## config.mk

```make
export PLATFORM = sky130hd
export DESIGN_NAME = dvi_link_sequencer
export DESIGN_NICKNAME = d
export VERILOG_FILES = /design/src/rtl/dvi_pkg.sv /design/src/rtl/sync_2ff.sv /design/src/rtl/dvi_link_sequencer.sv
export SDC_FILE = /design/constraint.sdc
export NUM_CORES = 1
export LEC_CHECK = 0
export ABC_AREA = 1
export CAP_MARGIN = 20
export CORE_AREA = 4 4 82 84
export CTS_BUF_LIST = sky130_fd_sc_hd__clkbuf_4 sky130_fd_sc_hd__clkbuf_8 sky130_fd_sc_hd__clkbuf_16
export DETAILED_ROUTE_END_ITERATION = 6
export DIE_AREA = 0 0 86 88
export DONT_BUFFER_PORTS = 1
export PLACE_DENSITY_LB_ADDON = 0.3
export SLEW_MARGIN = 40
export SYNTH_ARGS = -nofsm -noshare
export SYNTH_HDL_FRONTEND = slang
export SYNTH_SLANG_ARGS = --single-unit
```

## constraint.sdc

```tcl
create_clock -name i_clk -period 2.4 [get_ports i_clk]
set_clock_uncertainty 0.1 [all_clocks]
set_input_delay 0.24 -clock i_clk [delete_from_list [all_inputs] [get_ports i_clk]]
set_output_delay 0.24 -clock i_clk [all_outputs]
set_load 0.05 [all_outputs]
```

## src/rtl/dvi_pkg.sv

```systemverilog
// Shared types and 640x480 defaults for the DVI link sequencer.
// Holds state codes, per-state control bundle and counter sizing.
package dvi_pkg;

    typedef enum logic [2:0] {
        ST_WAIT_LOCK = 3'd0,
        ST_BLANK     = 3'd1,
        ST_IDLE      = 3'd2,
        ST_ACTIVE    = 3'd3,
        ST_DRAIN     = 3'd4
    } state_e;

    typedef struct packed {
        logic tg_rstn;
        logic ser_en;
        logic video_en;
    } link_ctl_t;

    localparam int unsigned H_TOTAL = 800;
    localparam int unsigned V_TOTAL = 525;

    localparam int unsigned DEF_LOCK_CYCLES  = 1024;
    localparam int unsigned DEF_BLANK_FRAMES = 2;
    // One full 800x525 frame rounded up to a power of two.
    localparam int unsigned DEF_VS_TIMEOUT   =
        2 ** $clog2(H_TOTAL * V_TOTAL);

    function automatic int unsigned cnt_w(input int unsigned term);
        return (term > 1) ? $clog2(term) : 1;
    endfunction

    function automatic link_ctl_t state_ctl(input state_e s);
        link_ctl_t c;
        case (s)
            ST_WAIT_LOCK: c = '{1'b0, 1'b0, 1'b0};
            ST_ACTIVE,
            ST_DRAIN:     c = '{1'b1, 1'b1, 1'b1};
            default:      c = '{1'b1, 1'b1, 1'b0};
        endcase
        return c;
    endfunction

endpackage

```

## src/rtl/sync_2ff.sv

```systemverilog
// Generic two-flop synchronizer for single- or multi-bit level signals.
// Asynchronous active-low reset to a configurable value.
module sync_2ff #(
    parameter int unsigned      WIDTH   = 1,
    parameter logic [WIDTH-1:0] RST_VAL = '0
) (
    input  logic             i_clk,
    input  logic             i_rstn,
    input  logic [WIDTH-1:0] i_d,
    output logic [WIDTH-1:0] o_q
);

    logic [WIDTH-1:0] meta_q;
    logic [WIDTH-1:0] sync_q;

    always_ff @(posedge i_clk or negedge i_rstn) begin
        if (!i_rstn) begin
            meta_q <= RST_VAL;
            sync_q <= RST_VAL;
        end else begin
            meta_q <= i_d;
            sync_q <= meta_q;
        end
    end

    assign o_q = sync_q;

endmodule

```

## src/rtl/dvi_link_sequencer.sv

```systemverilog
// DVI transmit start-up/run-time sequencer in the pixel-clock domain.
// Releases TG/serializer after PLL lock, blanks, gates video at vsync.
module dvi_link_sequencer
    import dvi_pkg::*;
#(
    parameter int unsigned LOCK_CYCLES   = DEF_LOCK_CYCLES,
    parameter int unsigned BLANK_FRAMES  = DEF_BLANK_FRAMES,
    parameter int unsigned VS_TIMEOUT    = DEF_VS_TIMEOUT,
    parameter bit          VS_ACTIVE_LOW = 1'b1,
    parameter int unsigned FRAME_CNT_W   = 16
) (
    input  logic                   i_clk,
    input  logic                   i_rstn,
    input  logic                   i_pll_locked,
    input  logic                   i_enable,
    input  logic                   i_vs,
    output logic                   o_tg_rstn,
    output logic                   o_ser_en,
    output logic                   o_video_en,
    output logic [2:0]             o_state,
    output logic [FRAME_CNT_W-1:0] o_frame_cnt,
    output logic                   o_err
);

    localparam int unsigned LCW = cnt_w(LOCK_CYCLES);
    localparam int unsigned BCW = cnt_w(BLANK_FRAMES);
    localparam int unsigned WCW = cnt_w(VS_TIMEOUT);

    localparam logic [LCW-1:0] LOCK_LAST  = LCW'(LOCK_CYCLES - 1);
    localparam logic [BCW-1:0] BLANK_LAST = BCW'(BLANK_FRAMES - 1);
    localparam logic [WCW-1:0] WD_LAST    = WCW'(VS_TIMEOUT - 1);

    logic lock_s;

    sync_2ff #(
        .WIDTH   (1),
        .RST_VAL (1'b0)
    ) u_lock_sync (
        .i_clk  (i_clk),
        .i_rstn (i_rstn),
        .i_d    (i_pll_locked),
        .o_q    (lock_s)
    );

    logic vs_q;
    logic vs_act;
    logic vs_prev_act;
    logic vs_edge;

    assign vs_act      = VS_ACTIVE_LOW ? ~i_vs : i_vs;
    assign vs_prev_act = VS_ACTIVE_LOW ? ~vs_q : vs_q;
    assign vs_edge     = vs_act & ~vs_prev_act;

    state_e                 state_q, state_d;
    logic [LCW-1:0]         lock_cnt_q, lock_cnt_d;
    logic [BCW-1:0]         blank_cnt_q, blank_cnt_d;
    logic [WCW-1:0]         wd_q, wd_d;
    logic [FRAME_CNT_W-1:0] frame_q, frame_d;
    logic                   err_q, err_d;
    link_ctl_t              ctl_q;
    logic                   wd_hit;

    assign wd_hit = (wd_q == WD_LAST) && !vs_edge;

    always_comb begin
        state_d     = state_q;
        lock_cnt_d  = lock_cnt_q;
        blank_cnt_d = blank_cnt_q;
        wd_d        = wd_q;
        frame_d     = frame_q;
        err_d       = err_q;

        if (state_q == ST_WAIT_LOCK) begin
            blank_cnt_d = '0;
            wd_d        = '0;
            frame_d     = '0;
            if (!lock_s) begin
                lock_cnt_d = '0;
            end else if (lock_cnt_q == LOCK_LAST) begin
                lock_cnt_d = '0;
                state_d    = ST_BLANK;
            end else begin
                lock_cnt_d = lock_cnt_q + 1'b1;
            end
        end else if (!lock_s || wd_hit) begin
            // Lock loss outranks the watchdog, so err only on a clean timeout.
            state_d     = ST_WAIT_LOCK;
            lock_cnt_d  = '0;
            blank_cnt_d = '0;
            wd_d        = '0;
            frame_d     = '0;
            err_d       = err_q | lock_s;
        end else begin
            wd_d = vs_edge ? '0 : wd_q + 1'b1;
            if (vs_edge) begin
                frame_d = frame_q + 1'b1;
            end
            case (state_q)
                ST_BLANK: begin
                    if (vs_edge) begin
                        if (blank_cnt_q == BLANK_LAST) begin
                            blank_cnt_d = '0;
                            state_d     = i_enable ? ST_ACTIVE : ST_IDLE;
                        end else begin
                            blank_cnt_d = blank_cnt_q + 1'b1;
                        end
                    end
                end
                ST_IDLE: begin
                    if (vs_edge && i_enable) begin
                        state_d = ST_ACTIVE;
                    end
                end
                ST_ACTIVE: begin
                    if (!i_enable) begin
                        state_d = ST_DRAIN;
                    end
                end
                ST_DRAIN: begin
                    if (i_enable) begin
                        state_d = ST_ACTIVE;
                    end else if (vs_edge) begin
                        state_d = ST_IDLE;
                    end
                end
                default: begin
                    state_d = ST_WAIT_LOCK;
                end
            endcase
        end
    end

    always_ff @(posedge i_clk or negedge i_rstn) begin
        if (!i_rstn) begin
            state_q     <= ST_WAIT_LOCK;
            lock_cnt_q  <= '0;
            blank_cnt_q <= '0;
            wd_q        <= '0;
            frame_q     <= '0;
            err_q       <= 1'b0;
            vs_q        <= 1'b0;
            ctl_q       <= '0;
        end else begin
            state_q     <= state_d;
            lock_cnt_q  <= lock_cnt_d;
            blank_cnt_q <= blank_cnt_d;
            wd_q        <= wd_d;
            frame_q     <= frame_d;
            err_q       <= err_d;
            vs_q        <= i_vs;
            ctl_q       <= state_ctl(state_d);
        end
    end

    assign o_state     = state_q;
    assign o_tg_rstn   = ctl_q.tg_rstn;
    assign o_ser_en    = ctl_q.ser_en;
    assign o_video_en  = ctl_q.video_en;
    assign o_frame_cnt = frame_q;
    assign o_err       = err_q;

endmodule

```

==> flow_summary.json, run 1 <==
{
  "first_pass_iters": 4,
  "drtIter0Drc": 115,
  "internal_power_mw": 1.16,
  "synth_edf_count": 0,
  "synthToLayoutAreaGrowth_pct": 11.3,
  "crit_fanout": 20,
  "dp.cells": 434,
  "fill_cells": 555,
  "hold_viol": 0,
  "irDropWorstVdd_uv": 265,
  "cts_sinks": 55,
  "dpl.hpwl_um": 4050,
  "p_per_area_mw_per_mm2": 468,
  "synthMuxAreaShare_pct": 0,
  "synthArstFlopShare_pct": 100,
  "critPathLaunchType": "flip-flop",
  "cts-root-buf": "clkbuf_8",
  "numCtsBuffers": 5,
  "worst_pin_slew_ns": 0.608,
  "synth_area_leader_cell": "dfrtp_1",
  "yosys.area_share.adder_pct": 1.29,
  "cts-resized-gates": 0,
  "cpMaxStageDelayCell": "dfrtp_1",
  "yosysSeqAreaShare_pct": 47.5,
  "core_region_area_mm2": 0.00592,
  "hold_class": "in -> reg",
  "crit_arrival_ns": 2.02,
  "layout.nets": 378,
  "ys.flop_type": "dfrtp_1",
  "grt_pass1_wl_um": 9940,
  "synthTopCellsByArea": "dfrtp_1 (47%), nand2_1 (10%), nor2_1 (7.1%)",
  "utilization_pct": 54.5,
  "r2r-start": "wd_q[0]$_DFF_PN0_",
  "r2r_slack_ns": 0.48,
  "grt_max_degree": 56,
  "final_cells": 446,
  "dieArea_mm2": 0.00757,
  "cts_max_path_buffers": 2,
  "clkPwrFrac_pct": 34.4,
  "io_pins": 28,
  "avgSynthCellArea_um2": 8.33,
  "path_class": "reg -> reg",
  "p_sw_uw": 353,
  "status": "complete, no violations",
  "drive_gt1_share_pct": 15.6,
  "synth_top_area_share_pct": 47.5,
  "cpPeakStageDelay_ns": 0.42,
  "finalMaxSlewViolations": 0,
  "die_w_um": 86,
  "wirelength_um": 5550,
  "track_usage_pct": 16.3,
  "rows": 28,
  "cts_setup_buffers": 0,
  "gp_congestion": 0.835,
  "sw_frac_of_total_pct": 23.3,
  "ys_types": 33,
  "crit_chain": "ha_1 -> nand2_1 -> nor2_2 -> nand2_4 -> nor2_8 -> nand3_4 -> nand3_2 -> a21oi_1 -> nor2_1",
  "ys_seq_elements": 55,
  "wl_per_cell_um": 12.4,
  "syn_area_mm2": 0.00290,
  "p_comb_share_pct": 3.5,
  "n_antenna_cell": 0,
  "rr_worst_depth": 9,
  "pwr-share-seq_pct": 62.1,
  "cts_hold_buf": 4,
  "rsz0062_at_grt": "false",
  "grt_overflow_total": 0,
  "hold_path_depth": 3,
  "vias": 2241,
  "setup-violations-final": 0,
  "clk_pin_slew_ns": 0.10,
  "r2r_end": "o_frame_cnt[9]$_DFFE_PN0P_",
  "p_leak_nw": 1.46,
  "period_share_pct": 79.9,
  "crit_required_ns": 2.51,
  "multi_input_area_mm2": 0.00135,
  "syn_nets": 356,
  "synth_top_family_by_area": "simple AND/OR/NAND/NOR gates",
  "yosys.area_share.simple_pct": 33.2,
  "timing.fmax_ghz": 0.522,
  "insertion_delay_ns": 0.31,
  "critPathLaunch": "wd_q[0]$_DFF_PN0_",
  "hold_slack_ns": 0.0500,
  "drcViolationCount": 0,
  "synthXorXnorAreaFrac_pct": 7.25,
  "initial_utilization_pct": 49.0,
  "synth_compound_area_share_pct": 4.66,
  "synth-warning-count": 0,
  "period_needed_ns": 1.92,
  "crit_family": "simple AND/OR/NAND/NOR gates",
  "cap_violations": 0,
  "setup.worst_path.end_class": "flip-flop",
  "synth_cells": 348,
  "antenna_left": 0,
  "fp.dieH_um": 88,
  "maxSlewHeadroom_pct": 59.5,
  "tns_ns": 0,
  "ff_latch_area_mm2": 0.00138,
  "min-delay-start": "i_vs",
  "avgViaCountPerCell": 5.02,
  "antenna_found_initial": 0,
  "grt_pass1_vias": 2248,
  "critical_path_buf_inv_count": 0,
  "port_buffers": 0,
  "htree_levels": 2,
  "cts_tree": "done",
  "holdPathEnd": "o_frame_cnt[2]$_DFFE_PN0P_"
}
==> cell usage in the layout, fill, tap and decap left out, drive strengths merged <==
cell | Yosys | routed
a211oi | 2 | 2
a21oi | 6 | 6
and2 | 1 | 1
buf | 5 | 17
clkbuf | 0 | 5
clkinvlp | 0 | 2
dfrtp | 55 | 55
dlygate4sd3 | 0 | 3
ha | 3 | 3
inv | 38 | 39
nand2 | 87 | 87
nand3 | 23 | 23
nand3b | 3 | 3
nand4 | 14 | 14
nor2 | 64 | 64
nor3 | 6 | 6
o21ai | 11 | 11
o21bai | 2 | 2
o22ai | 2 | 2
or2 | 2 | 2
xnor2 | 8 | 8
xor2 | 16 | 16
==> cell type report <==
| cell class | count | area share, % |
|---|---|---|
| tap | 75 | 2.91 |
| clock buffer | 5 | 2.13 |
| timing repair buffer | 20 | 5.50 |
| multi-input combinational | 250 | 41.7 |
| sequential | 55 | 42.7 |
| clock inverter | 3 | 0.736 |
| inverter | 38 | 4.42 |
==> per-stage QoR <==
stage | setup slack, ns | power, mW | area [µm²]
after floorplan | 0.640 | 0.975 | 2900
after global placement | 0.517 | 0.982 | 3080
after global routing | 0.296 | 1.58 | 3230
final | 0.483 | 1.51 | 3230
after CTS | 0.454 | 1.53 | 3230
after detailed placement | 0.471 | 0.983 | 3080
==> how the worst max path moves through the flow <==
stage	to	slack [ns]	cells after the start
floorplan	o_frame_cnt[6]$_DFFE_PN0P_	0.64	8
global placement	o_frame_cnt[9]$_DFFE_PN0P_	0.52	9
detailed placement	o_frame_cnt[9]$_DFFE_PN0P_	0.47	9
CTS	o_frame_cnt[9]$_DFFE_PN0P_	0.45	9
global route	o_frame_cnt[9]$_DFFE_PN0P_	0.30	9
finish	o_frame_cnt[9]$_DFFE_PN0P_	0.48	9
==> worst min-delay path, stage by stage <==
cell and delay, ns:
nor2_4 0.05, nand2_1 0.06, a211oi_1 0.06
==> layer usage <==
metal / global-route usage, % / vias to the layer above / share of wire, %
met5: 0 / - / 0
met4: 4.89 / 0 / 0.96
met3: 4.23 / 6 / 5.6
li1: - / 1147 / -
met1: 22.1 / 1047 / 47
met2: 25.9 / 41 / 46
==> flip-flops by register name, summed over array words and instances, names as in the netlist <==
register / cells
o_frame_cnt: 16
blank_cnt_q: 1
o_ser_en: 1
u_lock_sync.o_q: 1
u_lock_sync.meta_q: 1
vs_q: 1
o_video_en: 1
o_state: 3
o_err: 1
wd_q: 19
lock_cnt_q: 10
==> Yosys cell counts (all sizes together) (5+ instances only) <==
master   n
xor2    16
xnor2    8
nand2   87
inv     38
o21ai   11
nand4   14
nor3     6
nor2    64
nand3   23
dfrtp   55
a21oi    6
buf      5
==> kinds of logic after synthesis <==
logic type / after synthesis
simple gates: 200
xor+xnor: 24
flops: 55
compound gates: 23
buf+inv: 43
fa+ha+maj: 3
==> power groups by stage <==
stage	clock network, mW	logic (mW)	registers [mW]
floorplan	0	0.0199	0.955
global placement	0	0.0255	0.956
detailed placement	0	0.0263	0.956
CTS	0.538	0.0548	0.938
global route	0.580	0.0615	0.939
finish	0.520	0.0530	0.938
(Power assumes the default switching activity.)
==> inputs of run 2 (changes only) <==
==> constraint.sdc (replaced) <==
create_clock -name i_clk -period 1.7 [get_ports i_clk]
set_clock_uncertainty 0.1 [all_clocks]
set_input_delay 0.17 -clock i_clk [delete_from_list [all_inputs] [get_ports i_clk]]
set_output_delay 0.17 -clock i_clk [all_outputs]
set_load 0.05 [all_outputs]
==> run 2 against run 1 <==
Against the previous run:
- power is 53% higher
- global-route usage increased by 0.74 points
- sequential power grew 41%
- clock power increased by 71%
- flip-flop and latch count stayed put
- first-iteration DRC count up 8.7%
- routed wire length increased by 11%
- utilization increased by 5.8 points
- non-clock buffer count up 22
- die area is the same
- critical path type unchanged
- largest cell class is now multi-input gates
- highest routed layer unchanged
==> flow_summary.json, run 2 (synthesized netlist as in run 1, its figures left out) <==
{
  "status": "complete, no violations",
  "utilization_pct": 60.3,
  "drive_gt1_share_pct": 24.7,
  "wirelength_um": 6160,
  "wl_per_cell_um": 13.2,
  "pwr-share-seq_pct": 57.4,
  "p_leak_nw": 1.62,
  "p_sw_uw": 478,
  "regMostFlops": "wd_q",
  "timing.fmax_ghz": 0.592,
  "initial_utilization_pct": 49.0,
  "hold_slack_ns": 0.0596,
  "grt_pass1_vias": 2296,
  "grt_max_degree": 56,
  "insertion_delay_ns": 0.31,
  "rsz0062_at_grt": "true",
  "period_needed_ns": 1.69,
  "worst_slack_ns": 0.0108,
  "antenna_left": 0,
  "htree_levels": 2,
  "antenna_found_initial": 0,
  "gp_congestion": 0.867,
  "irDropWorstVdd_uv": 386,
  "min-delay-start": "i_vs",
  "crit_arrival_ns": 1.78,
  "power.total_mw": 2.31,
  "cts_max_path_buffers": 2,
  "first_pass_iters": 4,
  "n_antenna_cell": 0,
  "critPathLaunch": "lock_cnt_q[0]$_DFFE_PN0P_",
  "path_class": "reg -> reg",
  "period_share_pct": 99.4,
  "place_area_mm2": 0.00323,
  "hold_class": "in -> reg",
  "place_ws_ns": 0.0176,
  "avgViaCountPerCell": 5.07,
  "final_cell_mix": "nand2_1 (74), nor2_1 (52), dfrtp_1 (51)",
  "drtIter0Drc": 125,
  "p_comb_share_pct": 4.0,
  "dp.cells": 450,
  "final_cells": 468,
  "setup-violations-final": 0,
  "fp.dieH_um": 88,
  "cts-root-buf": "clkbuf_8",
  "layout.nets": 400,
  "dpl.hpwl_um": 4270,
  "critPathLaunchType": "flip-flop",
  "die_w_um": 86,
  "sw_frac_of_total_pct": 20.7,
  "setup.worst_path.end_class": "flip-flop",
  "fin_area_mm2": 0.00357,
  "internal_power_mw": 1.83,
  "cts_tree": "done",
  "final_common_cell": "nand2_1",
  "track_usage_pct": 17.0,
  "vias": 2375,
  "worst_pin_slew_ns": 0.518,
  "core_region_area_mm2": 0.00592,
  "finalMaxSlewViolations": 0,
  "clkPwrFrac_pct": 38.6,
  "r2r-start": "lock_cnt_q[0]$_DFFE_PN0P_",
  "largest_reg_flops": 19,
  "port_buffers": 0,
  "dieArea_mm2": 0.00757,
  "crit_required_ns": 1.79,
  "grt_pass1_wl_um": 10300,
  "drcViolationCount": 0,
  "rows": 28,
  "cap_violations": 0,
  "cts_sinks": 55,
  "io_pins": 28,
  "grt_overflow_total": 0,
  "tns_ns": 0,
  "crit_fanout": 3,
  "hold_viol": 0,
  "p_per_area_mw_per_mm2": 646,
  "clk_pin_slew_ns": 0.09,
  "maxSlewHeadroom_pct": 65.5,
  "numCtsBuffers": 5,
  "synthToLayoutAreaGrowth_pct": 23.1
}
-- run 2: cell types whose count changed in the layout (fill, tap and decap cells not counted), sizes merged --
| cell | delta |
|---|---|
| clkbuf | +3 |
| bufinv | +1 |
| clkinvlp | -2 |
| inv | -1 |
| clkinv | +1 |
| buf | +19 |
| dlygate4sd3 | +1 |
-- run 2: power groups by stage --
stage                     Clock, mW  Combinational, mW  Sequential (mW)
after global placement            0             0.0451             1.35
after CTS                     0.917             0.0869             1.32
after detailed placement          0             0.0451             1.35
after global routing          0.977              0.105             1.33
after floorplan                   0             0.0280             1.35
final                         0.889             0.0919             1.32
-- run 2: critical path, cell delays in order (launching register included) --
cell     delay [ns]
dfrtp_1        0.39
ha_2           0.21
nand3_2        0.11
nor2_4         0.13
nand4_1        0.14
nor2_2         0.22
nand2_2        0.11
nand2_2        0.10
o21ai_1        0.06
-- run 2: what timing repair did --
| action | CTS | global route |
|---|---|---|
| pin swaps | 0 | 9 |
| resized for setup | 1 | 24 |
| hold buffers | 5 | 0 |
| setup endpoints to repair | 1 | 20 |
| gates cloned | 0 | 2 |
| buffers inserted | 0 | 3 |
| hold endpoints to repair | 59 | 0 |
-- run 2: worst paths after layout --
check	endpoint	slack [ns]	cells past startpoint
max	lock_cnt_q[2]$_DFFE_PN0P_	0.01	8
max reg2reg	lock_cnt_q[2]$_DFFE_PN0P_	0.01	8
max in group asynchronous	o_frame_cnt[1]$_DFFE_PN0P_	0.99	2
min	o_frame_cnt[11]$_DFFE_PN0P_	0.06	4
min reg2reg	u_lock_sync.o_q$_DFF_PN0_	0.27	0
min in group asynchronous	o_frame_cnt[13]$_DFFE_PN0P_	0.25	2
-- run 2: cell type report --
class / instances / area, µm²
fillers: 512 / 2350
multi-input cells: 250 / 1430
flip-flops and latches: 55 / 1380
repair buffers: 42 / 405
inverters: 38 / 148
well taps: 75 / 93.8
clock buffers: 6 / 82.6
clock inverters: 2 / 35.0
-- run 2: routing by layer --
metal	routed length (µm)	global-route usage, %	up-vias	share of wire [%]
met4	61	4.46	0	0.99
met2	3030	28.5	53	49
met3	344	4.52	6	5.6
met5	0	0	-	0
met1	2720	22.1	1130	44
li1	-	-	1186	-
